File: src/rtl/ppu_fetch_scheduler.sv
// Background tile fetch scheduler sharing one VRAM port between the PPU fetch slots and a CPU port.
// Optional macro PPU_SCHED_STALL_CNT_EN adds the 16-bit stall_cnt output.
module ppu_fetch_scheduler #(
  parameter logic [13:0] PT_BASE  = 14'h1000,
  parameter logic [13:0] NT_BASE  = 14'h2000,
  parameter int          H_ACTIVE = 512,
  parameter int          V_ACTIVE = 240
) (
  input  logic        CLOCK_24,
  input  logic        RESET_N,
  input  logic [9:0]  hpos,
  input  logic [9:0]  vpos,
  input  logic        render_en,
  input  logic        cpu_req,
  input  logic        cpu_we,
  input  logic [13:0] cpu_addr,
  input  logic [7:0]  cpu_wdata,
  output logic        cpu_ready,
  output logic        cpu_rvalid,
  output logic [7:0]  cpu_rdata,
  output logic [13:0] vram_addr,
  output logic        vram_we,
  output logic [7:0]  vram_wdata,
  input  logic [7:0]  vram_rdata,
  output logic        tile_valid,
  output logic [7:0]  tile_nt,
  output logic [7:0]  tile_lo,
  output logic [7:0]  tile_hi
`ifdef PPU_SCHED_STALL_CNT_EN
  ,
  output logic [15:0] stall_cnt
`endif
);

  typedef enum logic [2:0] {S_IDLE, S_NT, S_PT_LO, S_PT_HI, S_CPU} state_t;

  localparam logic [9:0] LP_H_ACTIVE = 10'(H_ACTIVE);
  localparam logic [9:0] LP_V_ACTIVE = 10'(V_ACTIVE);

  state_t      r_state;
  logic [7:0]  r_nt;
  logic [7:0]  r_lo;
  logic        r_tile_valid;
  logic [7:0]  r_tile_nt;
  logic [7:0]  r_tile_lo;
  logic [7:0]  r_tile_hi;
  logic        r_rvalid;

  logic        w_win;
  logic [2:0]  w_slot;
  logic [13:0] w_nt_addr;
  logic [13:0] w_pt_lo_addr;
  logic [13:0] w_pt_hi_addr;
  logic        w_fetch_nt;
  logic        w_fetch_lo;
  logic        w_fetch_hi;
  logic        w_fetch;
  logic        w_grant;
  logic [13:0] w_vram_addr;
  logic        w_vram_we;
  logic [7:0]  w_vram_wdata;

  assign w_win  = render_en && (vpos < LP_V_ACTIVE) && (hpos < LP_H_ACTIVE);
  assign w_slot = hpos[2:0];

  // 12-bit table indices zero-extended; the base add wraps modulo 2^14
  assign w_nt_addr    = NT_BASE + {2'b00, vpos[8], hpos[8], vpos[7:3], hpos[7:3]};
  assign w_pt_lo_addr = PT_BASE + {2'b00, r_nt, 1'b0, vpos[2:0]};
  assign w_pt_hi_addr = PT_BASE + {2'b00, r_nt, 1'b1, vpos[2:0]};

  // PT reads only follow an NT read issued at slot 0 of the same tile
  assign w_fetch_nt = RESET_N && w_win && (w_slot == 3'd0);
  assign w_fetch_lo = RESET_N && w_win && (w_slot == 3'd2) && (r_state == S_NT);
  assign w_fetch_hi = RESET_N && w_win && (w_slot == 3'd4) && (r_state == S_PT_LO);
  assign w_fetch    = w_fetch_nt || w_fetch_lo || w_fetch_hi;

  // In the window only slot 6 is a CPU slot; outside it the FSM must have settled to IDLE
  assign w_grant = RESET_N && cpu_req && !w_fetch &&
                   (w_win ? (w_slot == 3'd6) : (r_state == S_IDLE));

  always_comb begin
    w_vram_addr  = 14'h0000;
    w_vram_we    = 1'b0;
    w_vram_wdata = 8'h00;
    if (w_fetch_nt) begin
      w_vram_addr = w_nt_addr;
    end else if (w_fetch_lo) begin
      w_vram_addr = w_pt_lo_addr;
    end else if (w_fetch_hi) begin
      w_vram_addr = w_pt_hi_addr;
    end else if (w_grant) begin
      w_vram_addr  = cpu_addr;
      w_vram_we    = cpu_we;
      w_vram_wdata = cpu_wdata;
    end
  end

  always_ff @(posedge CLOCK_24) begin
    if (!RESET_N) begin
      r_state      <= S_IDLE;
      r_tile_valid <= 1'b0;
      r_tile_nt    <= 8'h00;
      r_tile_lo    <= 8'h00;
      r_tile_hi    <= 8'h00;
      r_rvalid     <= 1'b0;
    end else begin
      r_tile_valid <= 1'b0;
      r_rvalid     <= w_grant && !cpu_we;
      if (!w_win) begin
        r_state <= S_IDLE;
      end else begin
        case (w_slot)
          3'd0: r_state <= S_NT;
          3'd2: if (r_state == S_NT)    r_state <= S_PT_LO;
          3'd4: if (r_state == S_PT_LO) r_state <= S_PT_HI;
          3'd5: if (r_state == S_PT_HI) begin
            r_tile_nt    <= r_nt;
            r_tile_lo    <= r_lo;
            r_tile_hi    <= vram_rdata;
            r_tile_valid <= 1'b1;
          end
          3'd6: if (r_state == S_PT_HI) r_state <= S_CPU;
          default: ;
        endcase
      end
    end
  end

  always_ff @(posedge CLOCK_24) begin
    if (w_win && (w_slot == 3'd1) && (r_state == S_NT))    r_nt <= vram_rdata;
    if (w_win && (w_slot == 3'd3) && (r_state == S_PT_LO)) r_lo <= vram_rdata;
  end

`ifdef PPU_SCHED_STALL_CNT_EN
  logic [15:0] r_stall;

  always_ff @(posedge CLOCK_24) begin
    if (!RESET_N) begin
      r_stall <= 16'h0000;
    end else if (cpu_req && !w_grant && (r_stall != 16'hFFFF)) begin
      r_stall <= r_stall + 16'h0001;
    end
  end

  assign stall_cnt = RESET_N ? r_stall : 16'h0000;
`endif

  // Outputs read zero throughout reset, so a read return in flight is never seen
  assign cpu_ready  = w_grant;
  assign cpu_rvalid = RESET_N && r_rvalid;
  assign cpu_rdata  = (RESET_N && r_rvalid) ? vram_rdata : 8'h00;
  assign vram_addr  = w_vram_addr;
  assign vram_we    = w_vram_we;
  assign vram_wdata = w_vram_wdata;
  assign tile_valid = RESET_N && r_tile_valid;
  assign tile_nt    = RESET_N ? r_tile_nt : 8'h00;
  assign tile_lo    = RESET_N ? r_tile_lo : 8'h00;
  assign tile_hi    = RESET_N ? r_tile_hi : 8'h00;

endmodule

File: config.mk
export PLATFORM = sky130hd
export DESIGN_NAME = ppu_fetch_scheduler
export DESIGN_NICKNAME = d
export VERILOG_FILES = /design/src/rtl/ppu_fetch_scheduler.sv
export SDC_FILE = /design/constraint.sdc
export NUM_CORES = 1
export LEC_CHECK = 0
export CORE_UTILIZATION = 30
export CTS_CLUSTER_DIAMETER = 150
export DETAILED_ROUTE_END_ITERATION = 7
export REMOVE_ABC_BUFFERS = 1
export SYNTH_ARGS = -nofsm -noshare
export SYNTH_HDL_FRONTEND = slang
export SYNTH_SLANG_ARGS = --single-unit
File: constraint.sdc
create_clock -name CLOCK_24 -period 6 [get_ports CLOCK_24]
set_input_delay 0.9 -clock CLOCK_24 [delete_from_list [all_inputs] [get_ports CLOCK_24]]
set_output_delay 0.9 -clock CLOCK_24 [all_outputs]
set_load 0.05 [all_outputs]
==> run metrics, run 1 <==
Most Used Layer, Global Route=met2; CTS tree=done; reg2reg setup slack=4.06 ns; most common flop cell mapped by yosys=dfxtp_1; asr flop ratio synth=0%; Hold Buf Count CTS=0; Cell variety after synth=40; Crit path buffers/inverters=2; Cell Count, Final, Fillers Out=449; ANT nets after route=0; routed len/inst=14.8 um; Top Ports=113; Nets=404; via/cell ratio=4.73; max_slew headroom=29.3%; pin count of the biggest net entering global routing=40; P per Cell Area=169 nW/um2; Die W=89.5 um; hold_sp=r_lo[6]$_DFFE_PP_; Worst-path clk slew=0.08 ns; worst path cell trace=clkdlybuf4s50_1, or4bb_1, a2111oi_4, nand2_1, a31oi_1, clkdlybuf4s50_1; Die H=89.5 um; Max VDD drop=114 uV; FF-to-FF End=r_nt[5]$_DFFE_PP_; final slew viol count=0; fin crit share=82.4%; area grow syn2layout=56.0%; max incr delay on CP=0.82 ns; Sink Count=45; endpoints failing setup=0; hold-critical path depth=2; PortBufs=112; Hold EP=r_tile_lo[6]$_SDFFE_PN0P_; hpwl dp=4720 um; leakage dissipation=1.46 nW; Root Buffer=clkbuf_8; total track usage=17.3%; GRT met3 Usage=4.71%; RSZ-0062 raised after global routing=false; setup TNS=0 ns; flops & latches, synth=45; setup bufs post-CTS=0; Slowest-stage cell, CP=clkdlybuf4s50_1; Final Skew=0.00731 ns; area of the mapped netlist=2300 um2; total length of routed wires=6660 um; post-synthesis cell count=244; Crit path max-delay family=buffers and inverters; Synth top cells by count=nor2_1, and2_1, dfxtp_1; Min Clock Period, post-route=4.94 ns; Num CTS Buffers=5; nature of the critical path startpoint=input port; CP dominant cell by count=clkdlybuf4s50_1; critical path arrival=4.04 ns; syn avg cell area=9.41 um2; post-layout total power=0.606 mW; clock tree buffer depth=2; cell row count=31; FMAX=202 MHz; dpl cells=441; crit path max fanout=12; layout cells sized above 1=4.86%; Seq/Total Area, Yosys=46.2%; Starting Density=31.3%; reg2reg path depth=3; vias in the first global route=2,070; Ant. Diodes=0; met2 usage=30.4%; Worst Hold Class=reg -> reg; top post-synthesis cells by area=dfxtp_1, edfxtp_1, mux2i_1; Crit. End Element=output port; drt pass-1 iters=4; status=finished, final reports clean; Placer Congestion=0.797; worst-skew pair later-pin latency=0.29 ns; antenna violations before repair=0; Die ar.=8010 um2; core footprint=7330 um2; Yosys Warn Count=0; first-pass GRT wire length=10,300 um; dominant cell type by area after synthesis=dfxtp_1; DRC Markers=0; CTS H-tree lvls=2; Post-CTS Resized=0; met1 usage=20.3%; worst slew pin tran=1.05 ns; FF-to-FF Start=r_state[2]$_SDFFE_PN0P_; vias=2,126; number of DRC markers in iteration 0=54; Hold Vio Cnt, Final=0; required time worst endpoint=5.10 ns; Max-cap violations=0; most frequent cell after synthesis=nor2_1; Fin Hold WS=0.481 ns; Synth top area share=25.3%; GR Overflow Total=0; filler instances=694; Post-synth EDFFs=16; kind of critical path=in -> out
[worst max-delay path by stage]
| stage | startpoint | to | slack [ns] | depth (start not counted) |
|---|---|---|---|---|
| 2_1_floorplan | vpos[9] | vram_addr[3] | 1.72 | 4 |
| 3_3_place_gp | hpos[1] | vram_addr[7] | 1.09 | 6 |
| 3_5_place_dp | hpos[1] | vram_addr[7] | 1.03 | 6 |
| 4_1_cts | hpos[1] | vram_addr[7] | 1.03 | 6 |
| 5_1_grt | hpos[1] | vram_addr[6] | 0.87 | 6 |
| 6_report | hpos[1] | vram_addr[7] | 1.06 | 6 |
[worst min-delay path, stage by stage (launching register included)]
cell,delay [ns]
edfxtp_1,0.32
mux2i_1,0.06
nor2_1,0.07
[registers in the layout, summed over array words and instances, names as in the netlist]
name and cells:
r_tile_lo 8, r_lo 8, r_nt 8, r_state 3, r_tile_hi 8, r_rvalid 1, r_tile_valid 1, r_tile_nt 8
[area by class of cell]
class	count	area, um2	share of cell area, %
inverters	3	11.3	0.314
clock inverters	1	7.51	0.210
well taps	99	124	3.46
clock buffers	7	76.3	2.13
multi-input cells	178	1150	32.1
flip-flops and latches	45	1060	29.6
repair buffers	116	1150	32.1
[cell usage in the layout (no fill, tap or decap), types with 2 or more instances in the layout]
cell type,Yosys,final
clkdlybuf4s50_1,0,112
nor2_1,40,40
and2_1,35,35
dfxtp_1,29,29
mux2i_1,24,24
edfxtp_1,16,16
o21ai_0,14,14
nand2_1,11,11
a31oi_1,10,10
and3_1,8,8
clkbuf_8,0,5
buf_4,1,4
nor2b_1,3,3
nor3_1,2,2
inv_1,2,2
nand4b_1,2,2
nor4_2,0,2
nand4_1,2,2
a21o_1,2,2
nand3_1,2,2
and4b_1,2,2
a21oi_1,2,2
clkbuf_1,11,2
[metrics by stage]
stage / area (um2) / worst slack, ns / utilization, %
finish: 3580 / 1.06 / 48.9
global route: 3580 / 0.875 / 48.9
CTS: 3580 / 1.03 / 48.9
detailed placement: 3500 / 1.03 / 47.7
global placement: 3500 / 1.09 / 47.7
floorplan: 2210 / 1.72 / -
[cells by family after synthesis]
logic type / count (synthesis) / synth area share (%)
muxes: 25 / 11.0
DFF: 45 / 46.2
AOI/OAI and AO/OA: 34 / 10.1
buffers and inverters: 21 / 4.20
and+or+nand+nor: 119 / 28.6
[where the power goes]
part           total [mW]  internal [mW]  switching, mW
sequential          0.316          0.315       0.000982
combinational       0.108         0.0517         0.0566
clock               0.182         0.0825         0.0993
total               0.606          0.450          0.157
[metal layers]
layer	share of wire [%]	vias up
met5	0	-
met4	1.8	0
met3	7.8	7
met2	48	79
met1	42	976
li1	-	1064
Note: power is estimated with default switching activity, not from simulation.
==> run 2, diff against run 1 <==
==> constraint.sdc (replaced) <==
create_clock -name CLOCK_24 -period 4.6 [get_ports CLOCK_24]
set_input_delay 0.69 -clock CLOCK_24 [delete_from_list [all_inputs] [get_ports CLOCK_24]]
set_output_delay 0.69 -clock CLOCK_24 [all_outputs]
set_load 0.05 [all_outputs]
==> run 2 against run 1 <==
Cell area grew 7.5%. Sequential power grew 30%. Largest power group unchanged. Critical endpoint is now vram_addr[3]. Clock power grew 29%. Utilization grew 3.7 points. Via count grew 0.71%. Hold slack gained 0.0076 ns. Count of clock-buffer cells in the layout is the same. Combinational power grew 54%.
==> run metrics, run 2 (synthesis gave the netlist of run 1 again) <==
status=finished, final reports clean; Max VDD drop=122 uV; Crit. End Element=output port; Comb power frac=20.4%; DRC Markers=0; Int Power=0.605 mW; RSZ-0062 raised after global routing=false; worst path cell trace=clkdlybuf4s50_1, or4b_4, o2111a_1, or2_1, a221o_1, buf_12; first-pass GRT wire length=10,600 um; leakage dissipation=1.60 nW; Starting Density=31.3%; worst-skew pair later-pin latency=0.29 ns; Placer Congestion=0.831; clock tree buffer depth=2; Die W=89.5 um; total track usage=17.7%; P per Cell Area=211 nW/um2; most frequent cells in the layout=clkdlybuf4s50_1, nor2_1, and2_1, dfxtp_1; Ant. Diodes=0; Hold Buf Count CTS=0; crit path max fanout=15; PortBufs=112; ANT nets after route=0; max_slew headroom=38.3%; setup TNS=0 ns; Min Clock Period, post-route=3.90 ns; Sink Count=45; max incr delay on CP=0.59 ns; Max-cap violations=0; CTS H-tree lvls=2; area grow syn2layout=67.8%; CTS tree=done; critical path arrival=3.21 ns; antenna violations before repair=0; routed len/inst=15.2 um; commonest non-fill, non-tap cell in the layout=clkdlybuf4s50_1; Root Buffer=clkbuf_8; Nets=408; Die ar.=8010 um2; Worst-path clk slew=0.08 ns; FMAX=256 MHz; vias in the first global route=2,057; post-layout total power=0.812 mW; core footprint=7330 um2; via/cell ratio=4.73; Num CTS Buffers=5; fin crit share=84.9%; hpwl dp=5120 um; worst slew pin tran=0.922 ns; drt pass-1 iters=4; endpoints failing setup=0; Worst Hold Class=reg -> reg; final slew viol count=0; sequential share of power=50.8%; GR Overflow Total=0; nature of the critical path startpoint=input port; switching share of power=25.5%; Top Ports=113; Net Sw Power=0.207 mW; Slowest-stage cell, CP=or4b_4; pin count of the biggest net entering global routing=40; layout cells sized above 1=12.7%; clock network power share=28.8%; Post-CTS Resized=0; Final Skew=0.00390 ns; Hold Vio Cnt, Final=0; cell row count=31; total length of routed wires=6870 um; required time worst endpoint=3.91 ns; vias=2,141; number of DRC markers in iteration 0=44; kind of critical path=in -> out; Die H=89.5 um; setup bufs post-CTS=0
-- run 2: cell count changes in the layout (fill, tap and decap cells not counted) --
cell,delta
clkdlybuf4s50_1,-24
buf_4,+4
buf_12,+24
-- run 2: layout make-up --
type                       instances  area (um2)
sequential                        45        1060
timing repair buffer             120        1420
clock inverter                     1        7.51
fill                             661        3480
inverter                           3        11.3
multi-input combinational        178        1150
tap                               99         124
clock buffer                       7        76.3
-- run 2: power groups by stage --
stage	clock, mW	sequential, mW	combinational (mW)
after detailed placement	0	0.422	0.167
final	0.234	0.412	0.166
after global routing	0.267	0.413	0.176
after CTS	0.244	0.412	0.168
after global placement	0	0.422	0.166
after floorplan	0	0.421	0.0584
-- run 2: per-layer routing --
| layer | GRT usage [%] | vias to the layer above | part of all wire, % |
|---|---|---|---|
| li1 | - | 1074 | - |
| met1 | 20.8 | 993 | 42 |
| met2 | 32.5 | 66 | 50 |
| met3 | 4.34 | 8 | 7.2 |
| met4 | 4.04 | 0 | 1.1 |
| met5 | 0 | - | 0 |
-- run 2: per-stage QoR --
| stage | setup WS [ns] | area (um2) | util, % | hold slack (ns) | cells |
|---|---|---|---|---|---|
| 2_1_floorplan | 0.738 | 2210 | - | 0.453 | 226 |
| 3_3_place_gp | 0.740 | 3770 | 51.4 | 0.457 | 445 |
| 3_5_place_dp | 0.693 | 3770 | 51.4 | 0.476 | 445 |
| 4_1_cts | 0.689 | 3850 | 52.6 | 0.495 | 453 |
| 5_1_grt | 0.529 | 3850 | 52.6 | 0.522 | 453 |
| 6_report | 0.695 | 3850 | 52.6 | 0.488 | 453 |
-- run 2: worst paths after layout --
kind         cells past startpoint               startpoint  slack [ns]                         to
min reg2reg                      2        r_lo[1]$_DFFE_PP_        0.49  r_tile_lo[1]$_SDFFE_PN0P_
min                              2        r_lo[1]$_DFFE_PP_        0.49  r_tile_lo[1]$_SDFFE_PN0P_
max reg2reg                      5  r_state[1]$_SDFFE_PN0P_        2.75  r_tile_lo[5]$_SDFFE_PN0P_
max                              6                  vpos[9]        0.70               vram_addr[3]
-- run 2: worst max-delay path: cells and delay by family --
family,cells,cell delay [ns]
AO/OA/AOI/OAI,2,0.86
buffers and inverters,2,0.58
AND/OR/NAND/NOR,2,1.07
==> run 3, diff against run 2 <==
==> constraint.sdc (replaced) <==
create_clock -name CLOCK_24 -period 3.3 [get_ports CLOCK_24]
set_input_delay 0.495 -clock CLOCK_24 [delete_from_list [all_inputs] [get_ports CLOCK_24]]
set_output_delay 0.495 -clock CLOCK_24 [all_outputs]
set_load 0.05 [all_outputs]
==> run 3 against run 2 <==
Setup slack worse by 0.58 ns. Via count increased by 2.7%. Critical path depth rose by 1. Power increased by 42%. Combinational power increased by 46%. Hold slack about the same. Clock skew increased by 0.0021 ns. Utilization up 5.8 points. Routed wire length fell by 1.5%. Sequential share of layout area is 2.7 points lower. First-iteration DRC count grew 68%. Critical path type unchanged. Largest cell class unchanged.
==> run metrics, run 3 (synthesis gave the netlist of run 1 again) <==
Top Ports=113; cell row count=31; Max-cap violations=0; antenna violations before repair=0; FMAX=314 MHz; fin crit share=96.4%; pin count of the biggest net entering global routing=33; routed len/inst=14.6 um; met2 usage=31.7%; Sink Count=45; Die W=89.5 um; max_slew headroom=74.9%; area grow syn2layout=86.2%; first-pass GRT wire length=10,400 um; kind of critical path=in -> out; Most Used Layer, Global Route=met2; commonest non-fill, non-tap cell in the layout=buf_12; ANT nets after route=0; final instance area=4280 um2; CTS tree=done; Max VDD drop=197 uV; Hold Buf Count CTS=0; Worst Hold Class=reg -> reg; via/cell ratio=4.74; RSZ-0062 raised after global routing=false; GRT met3 Usage=5.17%; total length of routed wires=6760 um; Placer Congestion=0.814; P per Cell Area=269 nW/um2; vias=2,198; crit path max fanout=6; Hold Vio Cnt, Final=0; Post-CTS Resized=0; Starting Density=31.3%; setup bufs post-CTS=0; final slew viol count=0; Nets=419; nature of the critical path startpoint=input port; Die H=89.5 um; met1 usage=19.5%; max incr delay on CP=0.56 ns; Ant. Diodes=0; Crit path max-delay family=buffers and inverters; total track usage=17.3%; PortBufs=112; Crit path buffers/inverters=3; GR Overflow Total=0; hpwl dp=5280 um; setup TNS=0 ns; Crit. End Element=output port; required time worst endpoint=2.80 ns; worst slew pin tran=0.375 ns; layout cells sized above 1=24.7%; worst-skew pair later-pin latency=0.30 ns; critical path arrival=2.69 ns; endpoints failing setup=0; drt pass-1 iters=4; Final Skew=0.00596 ns; vias in the first global route=2,057; status=finished, final reports clean; most frequent cells in the layout=buf_12, clkdlybuf4s50_1, nor2_1, and2_1, dfxtp_1; leakage dissipation=1.82 nW; post-layout total power=1.15 mW; Die ar.=8010 um2; Slowest-stage cell, CP=or4bb_1; worst path cell trace=clkdlybuf4s50_1, or4bb_1, a2111oi_4, buf_4, nand2_1, a31oi_1, buf_12; Root Buffer=clkbuf_8; Worst-path clk slew=0.08 ns; clock tree buffer depth=2; number of DRC markers in iteration 0=74; Min Clock Period, post-route=3.18 ns; Core Util, Final=58.3%; DRC Markers=0; CTS H-tree lvls=2; core footprint=7330 um2; post-placement cell area=4190 um2; Num CTS Buffers=5
## run 3: cell types whose count changed in the layout (fill, tap and decap cells not counted)
| cell | previous run | this run |
|---|---|---|
| buf_12 | 24 | 58 |
| clkdlybuf4s50_1 | 88 | 54 |
| buf_4 | 8 | 19 |
## run 3: worst register-to-register path, cell delays in order (launching register included)
cell and delay [ns]:
dfxtp_1 0.51, nor3_1 0.12, o2111a_1 0.16, or2_1 0.27, buf_4 0.19, nor2b_1 0.13
## run 3: final cells by class
| class | count | area, um2 |
|---|---|---|
| repair buffers | 131 | 1840 |
| clock inverters | 1 | 7.51 |
| inverters | 3 | 11.3 |
| multi-input cells | 178 | 1150 |
| flip-flops and latches | 45 | 1060 |
| clock buffers | 7 | 76.3 |
| fillers | 618 | 3060 |
| well taps | 99 | 124 |
## run 3: final timing paths
path / startpoint / endpoint / slack [ns] / cells after the start
worst min-delay path: r_lo[6]$_DFFE_PP_ / r_tile_lo[6]$_SDFFE_PN0P_ / 0.49 / 2
worst max-delay path: hpos[2] / vram_addr[0] / 0.12 / 7
worst max register to register: r_state[1]$_SDFFE_PN0P_ / r_rvalid$_SDFF_PN0_ / 1.82 / 5
worst min register to register: r_lo[6]$_DFFE_PP_ / r_tile_lo[6]$_SDFFE_PN0P_ / 0.49 / 2
## run 3: through the flow
step | setup slack (ns) | hold slack [ns] | instances
finish | 0.118 | 0.488 | 464
global route | 0.0225 | 0.519 | 464
CTS | 0.116 | 0.494 | 464
detailed placement | 0.127 | 0.472 | 456
global placement | 0.117 | 0.460 | 456
floorplan | -0.172 | 0.453 | 226
## run 3: power by group
group | internal (mW) | switching, mW
logic | 0.131 | 0.113
clock network | 0.150 | 0.183
registers | 0.573 | 0.00163
## run 3: per-layer routing
metal	routed length, um	vias to the layer above	part of all wire (%)
met5	0	-	0
met4	82	0	1.2
met3	543	8	8.0
met2	3400	81	50
met1	2740	1012	41
li1	-	1097	-
